===== config.mk =====
export PLATFORM = sky130hd
export DESIGN_NAME = xy_input_unit
export DESIGN_NICKNAME = d
export VERILOG_FILES = /design/src/rtl/noc_pkg.sv /design/src/rtl/flit_fifo.sv /design/src/rtl/xy_input_unit.sv
export SDC_FILE = /design/constraint.sdc
export NUM_CORES = 1
export LEC_CHECK = 0
export ABC_AREA = 1
export ABC_CLOCK_PERIOD_IN_PS = 2800
export CORE_ASPECT_RATIO = 2
export CORE_MARGIN = 1.5
export CORE_UTILIZATION = 52
export DETAILED_ROUTE_END_ITERATION = 8
export HOLD_SLACK_MARGIN = 0.08
export PLACE_DENSITY = 0.79
export SLEW_MARGIN = 40
export SYNTH_ARGS = -nofsm -noshare
export SYNTH_HDL_FRONTEND = slang
export SYNTH_SLANG_ARGS = --single-unit

===== constraint.sdc =====
create_clock -name clk_i -period 2.8 [get_ports clk_i]
set_input_delay 0.56 -clock clk_i [delete_from_list [all_inputs] [get_ports clk_i]]
set_output_delay 0.56 -clock clk_i [all_outputs]
set_load 0.01 [all_outputs]

===== src/rtl/noc_pkg.sv =====
// Shared NoC definitions: flit IDs, output-port indices, input-unit FSM states.
// Latency: n/a (definitions only).
// Backpressure: n/a.
package noc_pkg;

    // Flit ID field encodings; 2'b00 is reserved and treated as an orphan.
    localparam logic [1:0] HEAD = 2'b10;
    localparam logic [1:0] BODY = 2'b01;
    localparam logic [1:0] TAIL = 2'b11;

    // Output channel indices into the one-hot request vector.
    localparam int LOCAL = 0;
    localparam int NORTH = 1;
    localparam int EAST  = 2;
    localparam int SOUTH = 3;
    localparam int WEST  = 4;

    typedef enum logic {
        ST_IDLE   = 1'b0,
        ST_ROUTED = 1'b1
    } iu_state_t;

endpackage


===== src/rtl/flit_fifo.sv =====
// Flit buffer: 2**FIFO_DEPTH_W entries, registered occupancy, no fall-through.
// Latency: a push is visible at the head one cycle later; pop acts at the clock edge.
// Backpressure: full/empty come from registered state only; pushes while full are discarded.
//
// Ports: clk/rst (sync active-high), push + push_data, pop, full, empty,
//        head_data (oldest entry, forced to zero while empty).
module flit_fifo #(
    parameter int FLIT_W       = 10,
    parameter int FIFO_DEPTH_W = 2
) (
    input  logic              clk,
    input  logic              rst,
    input  logic              push,
    input  logic [FLIT_W-1:0] push_data,
    input  logic              pop,
    output logic              full,
    output logic              empty,
    output logic [FLIT_W-1:0] head_data
);
    localparam int DEPTH = 2 ** FIFO_DEPTH_W;
    localparam logic [FIFO_DEPTH_W:0] DEPTH_CNT = (FIFO_DEPTH_W + 1)'(DEPTH);

    logic [FLIT_W-1:0]       mem [DEPTH];
    logic [FIFO_DEPTH_W-1:0] wr_ptr;
    logic [FIFO_DEPTH_W-1:0] rd_ptr;
    logic [FIFO_DEPTH_W:0]   count;
    logic                    do_push;
    logic                    do_pop;

    assign full    = (count == DEPTH_CNT);
    assign empty   = (count == '0);
    assign do_push = push & ~full;
    assign do_pop  = pop & ~empty;

    // Gate the head so the output is a clean zero after reset / when drained.
    assign head_data = empty ? '0 : mem[rd_ptr];

    // Storage needs no reset: it is only observed through the empty gate.
    always_ff @(posedge clk) begin
        if (do_push) begin
            mem[wr_ptr] <= push_data;
        end
    end

    // Pointers are exactly FIFO_DEPTH_W bits, so increment wraps modulo depth.
    always_ff @(posedge clk) begin
        if (rst) begin
            wr_ptr <= '0;
            rd_ptr <= '0;
            count  <= '0;
        end else begin
            if (do_push) begin
                wr_ptr <= wr_ptr + 1'b1;
            end
            if (do_pop) begin
                rd_ptr <= rd_ptr + 1'b1;
            end
            case ({do_push, do_pop})
                2'b10:   count <= count + 1'b1;
                2'b01:   count <= count - 1'b1;
                default: count <= count;
            endcase
        end
    end

endmodule


===== src/rtl/xy_input_unit.sv =====
// Router input port: buffers flits, XY-routes each packet from its header, requests one output.
// Latency: write->head visible 1 cycle; head visible->req_o 1 cycle; 1 flit/cycle sustained.
// Backpressure: rdy_o = FIFO not full (registered); pops only on held grant & output ready.
//
// Ports: clk_i/rst_i (sync active-high); data_i/wr_en_i/rdy_o upstream link;
//        req_o/grant_i/oc_rdy_i allocator + crossbar handshake; data_o/data_vld_o/
//        flit_id_is_tail_o head flit view; err_o one-cycle orphan-drop pulse.
module xy_input_unit
    import noc_pkg::*;
#(
    parameter int DATA_W       = 8,
    parameter int FLIT_ID_W    = 2,
    parameter int ROW_ADDR_W   = 2,
    parameter int COL_ADDR_W   = 2,
    parameter int ROW_CORD     = 0,
    parameter int COL_CORD     = 0,
    parameter int FIFO_DEPTH_W = 2,
    parameter int OUT_N        = 5,
    parameter int FLIT_W       = FLIT_ID_W + DATA_W
) (
    input  logic              clk_i,
    input  logic              rst_i,
    input  logic [FLIT_W-1:0] data_i,
    input  logic              wr_en_i,
    output logic              rdy_o,
    output logic [OUT_N-1:0]  req_o,
    input  logic [OUT_N-1:0]  grant_i,
    input  logic [OUT_N-1:0]  oc_rdy_i,
    output logic [FLIT_W-1:0] data_o,
    output logic              data_vld_o,
    output logic              flit_id_is_tail_o,
    output logic              err_o
);
    localparam int ADDR_W = ROW_ADDR_W + COL_ADDR_W;
    localparam logic [COL_ADDR_W-1:0] MY_COL = COL_ADDR_W'(COL_CORD);
    localparam logic [ROW_ADDR_W-1:0] MY_ROW = ROW_ADDR_W'(ROW_CORD);
    localparam logic [FLIT_ID_W-1:0]  ID_HEAD = FLIT_ID_W'(HEAD);
    localparam logic [FLIT_ID_W-1:0]  ID_TAIL = FLIT_ID_W'(TAIL);

    // Column first, then row; rows grow southward. Unsigned compares.
    function automatic logic [OUT_N-1:0] xy_route(input logic [ADDR_W-1:0] addr);
        logic [COL_ADDR_W-1:0] dst_col;
        logic [ROW_ADDR_W-1:0] dst_row;
        logic [OUT_N-1:0]      r;
        dst_col = addr[COL_ADDR_W-1:0];
        dst_row = addr[ADDR_W-1:COL_ADDR_W];
        r = '0;
        if (dst_col > MY_COL) begin
            r[EAST] = 1'b1;
        end else if (dst_col < MY_COL) begin
            r[WEST] = 1'b1;
        end else if (dst_row > MY_ROW) begin
            r[SOUTH] = 1'b1;
        end else if (dst_row < MY_ROW) begin
            r[NORTH] = 1'b1;
        end else begin
            r[LOCAL] = 1'b1;
        end
        return r;
    endfunction

    iu_state_t            state;
    logic [OUT_N-1:0]     route_q;
    logic                 err_q;
    logic                 fifo_full;
    logic                 fifo_empty;
    logic                 fifo_pop;
    logic [FLIT_ID_W-1:0] head_id;
    logic                 head_is_head;
    logic                 grant_hit;

    flit_fifo #(
        .FLIT_W       (FLIT_W),
        .FIFO_DEPTH_W (FIFO_DEPTH_W)
    ) u_fifo (
        .clk       (clk_i),
        .rst       (rst_i),
        .push      (wr_en_i),
        .push_data (data_i),
        .pop       (fifo_pop),
        .full      (fifo_full),
        .empty     (fifo_empty),
        .head_data (data_o)
    );

    assign rdy_o             = ~fifo_full;
    assign data_vld_o        = ~fifo_empty;
    assign head_id           = data_o[FLIT_W-1:DATA_W];
    assign head_is_head      = (head_id == ID_HEAD);
    assign flit_id_is_tail_o = data_vld_o & (head_id == ID_TAIL);

    // Only grants on our own route count; stray grant bits are masked off.
    assign grant_hit = |(grant_i & route_q & oc_rdy_i);

    // IDLE drops anything that is not a header; ROUTED forwards on a usable grant.
    assign fifo_pop = data_vld_o &
                      (((state == ST_IDLE) & ~head_is_head) |
                       ((state == ST_ROUTED) & grant_hit));

    // route_q is zero whenever IDLE, so it can drive req_o directly.
    assign req_o = route_q;
    assign err_o = err_q;

    always_ff @(posedge clk_i) begin
        if (rst_i) begin
            state   <= ST_IDLE;
            route_q <= '0;
            err_q   <= 1'b0;
        end else begin
            err_q <= 1'b0;
            case (state)
                ST_IDLE: begin
                    if (data_vld_o) begin
                        if (head_is_head) begin
                            route_q <= xy_route(data_o[ADDR_W-1:0]);
                            state   <= ST_ROUTED;
                        end else begin
                            err_q <= 1'b1;
                        end
                    end
                end
                ST_ROUTED: begin
                    // An empty FIFO mid-packet simply holds the request.
                    if (fifo_pop && flit_id_is_tail_o) begin
                        route_q <= '0;
                        state   <= ST_IDLE;
                    end
                end
                default: begin
                    route_q <= '0;
                    state   <= ST_IDLE;
                end
            endcase
        end
    end

endmodule


==> impl_metrics.toml <==
[yosys]
synthCells = 244
synth.avg_cell_area_um2 = 9.97
ys_seq_elements = 54
synthDistinctLibCells = 25
synth_warnings = 0
netlist_area_um2 = 2430
ys_seq_area_share_pct = 60.9

[setup_path]
cp.required_ns = 2.24
crit_fanout = 21
crit_family = "buffers and inverters"
worst-path-stages = 6
arrival_ns = 1.97
rr_worst_depth = 16
crit_type = "reg -> out"
path_common_cell = "o21ai_0"
cp_cell_sequence = "inv_2 -> o21ai_0 -> o21ai_0 -> nand2_1 -> inv_1 -> clkdlybuf4s50_1"
startpoint_type = "register"
cp-end-kind = "output pin"
max_stage_delay_ns = 0.52
path_buf_inv = 3
critPathSlowestCell = "clkdlybuf4s50_1"

[sta]
fmax_mhz = 395
setup_tns_ns = 0
setup_viol = 0
rsz0062_at_grt = "no"
finalCriticalPeriod_ns = 2.53
hold_viol_final = 0
slew_viol_final = 0
post-route-period-util_pct = 90.3
fin_worst_skew_ns = 0.0126

[die]
dieArea_um2 = 5120
io_pins = 42
rows = 35
core_area_um2 = 4550
die_y_um = 99.7
start_util_pct = 53.4
die_x_um = 51.4

[placement]
place_area_um2 = 2870
dp_hpwl_um = 3240
gp_congestion = 0.781
io_buffers = 35

[clock_network]
cts.clk_slew.worst_paths_ns = 0.09
htreeDepth = 2
cts_hold_buf = 0
root_buffer = "clkbuf_8"
cts_tree = "yes"
cts_setup_buffers = 0
numCtsBuffers = 5
cts.sinks = 54
clk_latency_ns = 0.31
clk_path_buf_depth = 2
cts.repair.resized = 0

[route]
drtIter0Drc = 25
postRouteAntennaNets = 0
viasPerCell = 5.05
wl_per_cell_um = 12.8
drc_errors = 0
vias = 1736
drt_pass1_iterations = 4
drt_wl_total_um = 4410

[pwr]
power.leakage_nw = 1.21
power_density_nw_per_um2 = 920
vdd_drop_max_v = 0.000561

[cells_and_area]
n_fill_cell = 384
nNetsFinal = 318
fin_area_um2 = 2970
synthToLayoutAreaGrowth_pct = 22.2
drive_above_1_share_pct = 13.1
n_antenna_cell = 0

[global_route]
grt_pass1_vias = 1709
grt_max_degree = 22
grt_usage_pct = 19.2
grt_pass1_wl_um = 7220
overflow = 0
antenna_found_initial = 0

[min_path]
hp-class = "reg -> reg"
holdPathStages = 2

[run_status]
outcome = "finished clean"

[run]
cap_viol_max_count = 0
==> state kept, by name, summed over array words and instances (netlist names), named ones only <==
name           flops
u_fifo.mem        40
req_o              3
u_fifo.count       3
u_fifo.rd_ptr      2
u_fifo.wr_ptr      2
err_o              1
state              1
==> metal layers <==
metal  global-route usage, %  routed length (um)  share of wire, %
met5                       0                   0                 0
met1                    19.6                1640                37
met3                    3.90                 180               4.1
met4                    11.7                 175               4.0
met2                    34.2                2410                55
==> power by group <==
group	switching [mW]	internal (mW)
registers	0.0622	0.986
clock network	0.238	0.259
logic	0.670	0.519
total	0.970	1.76
==> cell usage after synthesis (all sizes together) <==
cell / number / area share (%)
a21oi: 12 / 2.6
a31oi: 1 / 0.26
buf: 8 / 2.6
clkbuf: 1 / 0.15
conb: 1 / 0.15
dfxtp: 14 / 12
edfxtp: 40 / 49
fa: 1 / 0.82
ha: 5 / 2.6
inv: 34 / 5.2
nand2: 35 / 6.3
nand3: 15 / 4.1
nand4: 2 / 0.51
nor2: 48 / 7.5
nor3: 1 / 0.67
o21ai: 25 / 5.1
xor2: 1 / 0.36
==> worst reg2reg max path, cell delays in order, from the launching register on <==
cell and delay [ns]:
dfxtp_1 0.35, inv_2 0.26, nand2_1 0.09, nand3_1 0.10, nand2_2 0.09, nand2_1 0.08
inv_2 0.04, nand3_2 0.08, nand2_2 0.08, inv_2 0.07, ha_1 0.13, inv_1 0.06
fa_1 0.37, a21oi_1 0.14, o21ai_0 0.12, o21ai_0 0.16, a21oi_1 0.05
==> area by class of cell <==
class,instances,area [um^2],area share [%]
timing repair buffer,46,433,14.6
multi-input combinational,148,759,25.5
inverter,34,128,4.29
tap,55,68.8,2.31
sequential,54,1480,49.8
clock buffer,5,68.8,2.31
clock inverter,2,33.8,1.14
==> path summary, 6_finish.rpt <==
kind	slack (ns)	to	startpoint
min reg2reg	0.49	req_o[2]	req_o[2]
max reg2reg	0.41	u_fifo.count[2]	register
min	0.49	req_o[2]	req_o[2]
max	0.27	data_o[3]	register
==> through the flow <==
stage	worst slack, ns	cells	hold slack, ns	util [%]	power [mW]
2_1_floorplan	0.627	245	0.459	-	1.82
3_5_place_dp	0.00309	337	0.490	63.0	2.26
5_1_grt	0.157	344	0.529	65.3	2.93
6_report	0.271	344	0.492	65.3	2.73
3_3_place_gp	0.0465	337	0.469	63.0	2.24
4_1_cts	0.270	344	0.505	65.3	2.76
==> logic make-up after synthesis <==
group / Yosys count / share of synthesized area, %
simple gates: 101 / 19.1
flops: 54 / 60.9
buf+inv: 43 / 8.02
compound gates: 38 / 8.02
fa+ha+maj: 6 / 3.40
xor+xnor: 1 / 0.360
other cells: 1 / 0.154
==> cell usage in the layout, fill, tap and decap left out, drive strengths merged <==
master	n
nor2	48
edfxtp	40
clkdlybuf4s50	35
nand2	35
inv	34
o21ai	25
nand3	15
dfxtp	14
a21oi	12
buf	11
ha	5
clkbuf	5
nand4	2
conb	2
nor3	1
a31oi	1
xor2	1
fa	1
bufinv	1
clkinv	1
Power figures use the tool's default switching activity.
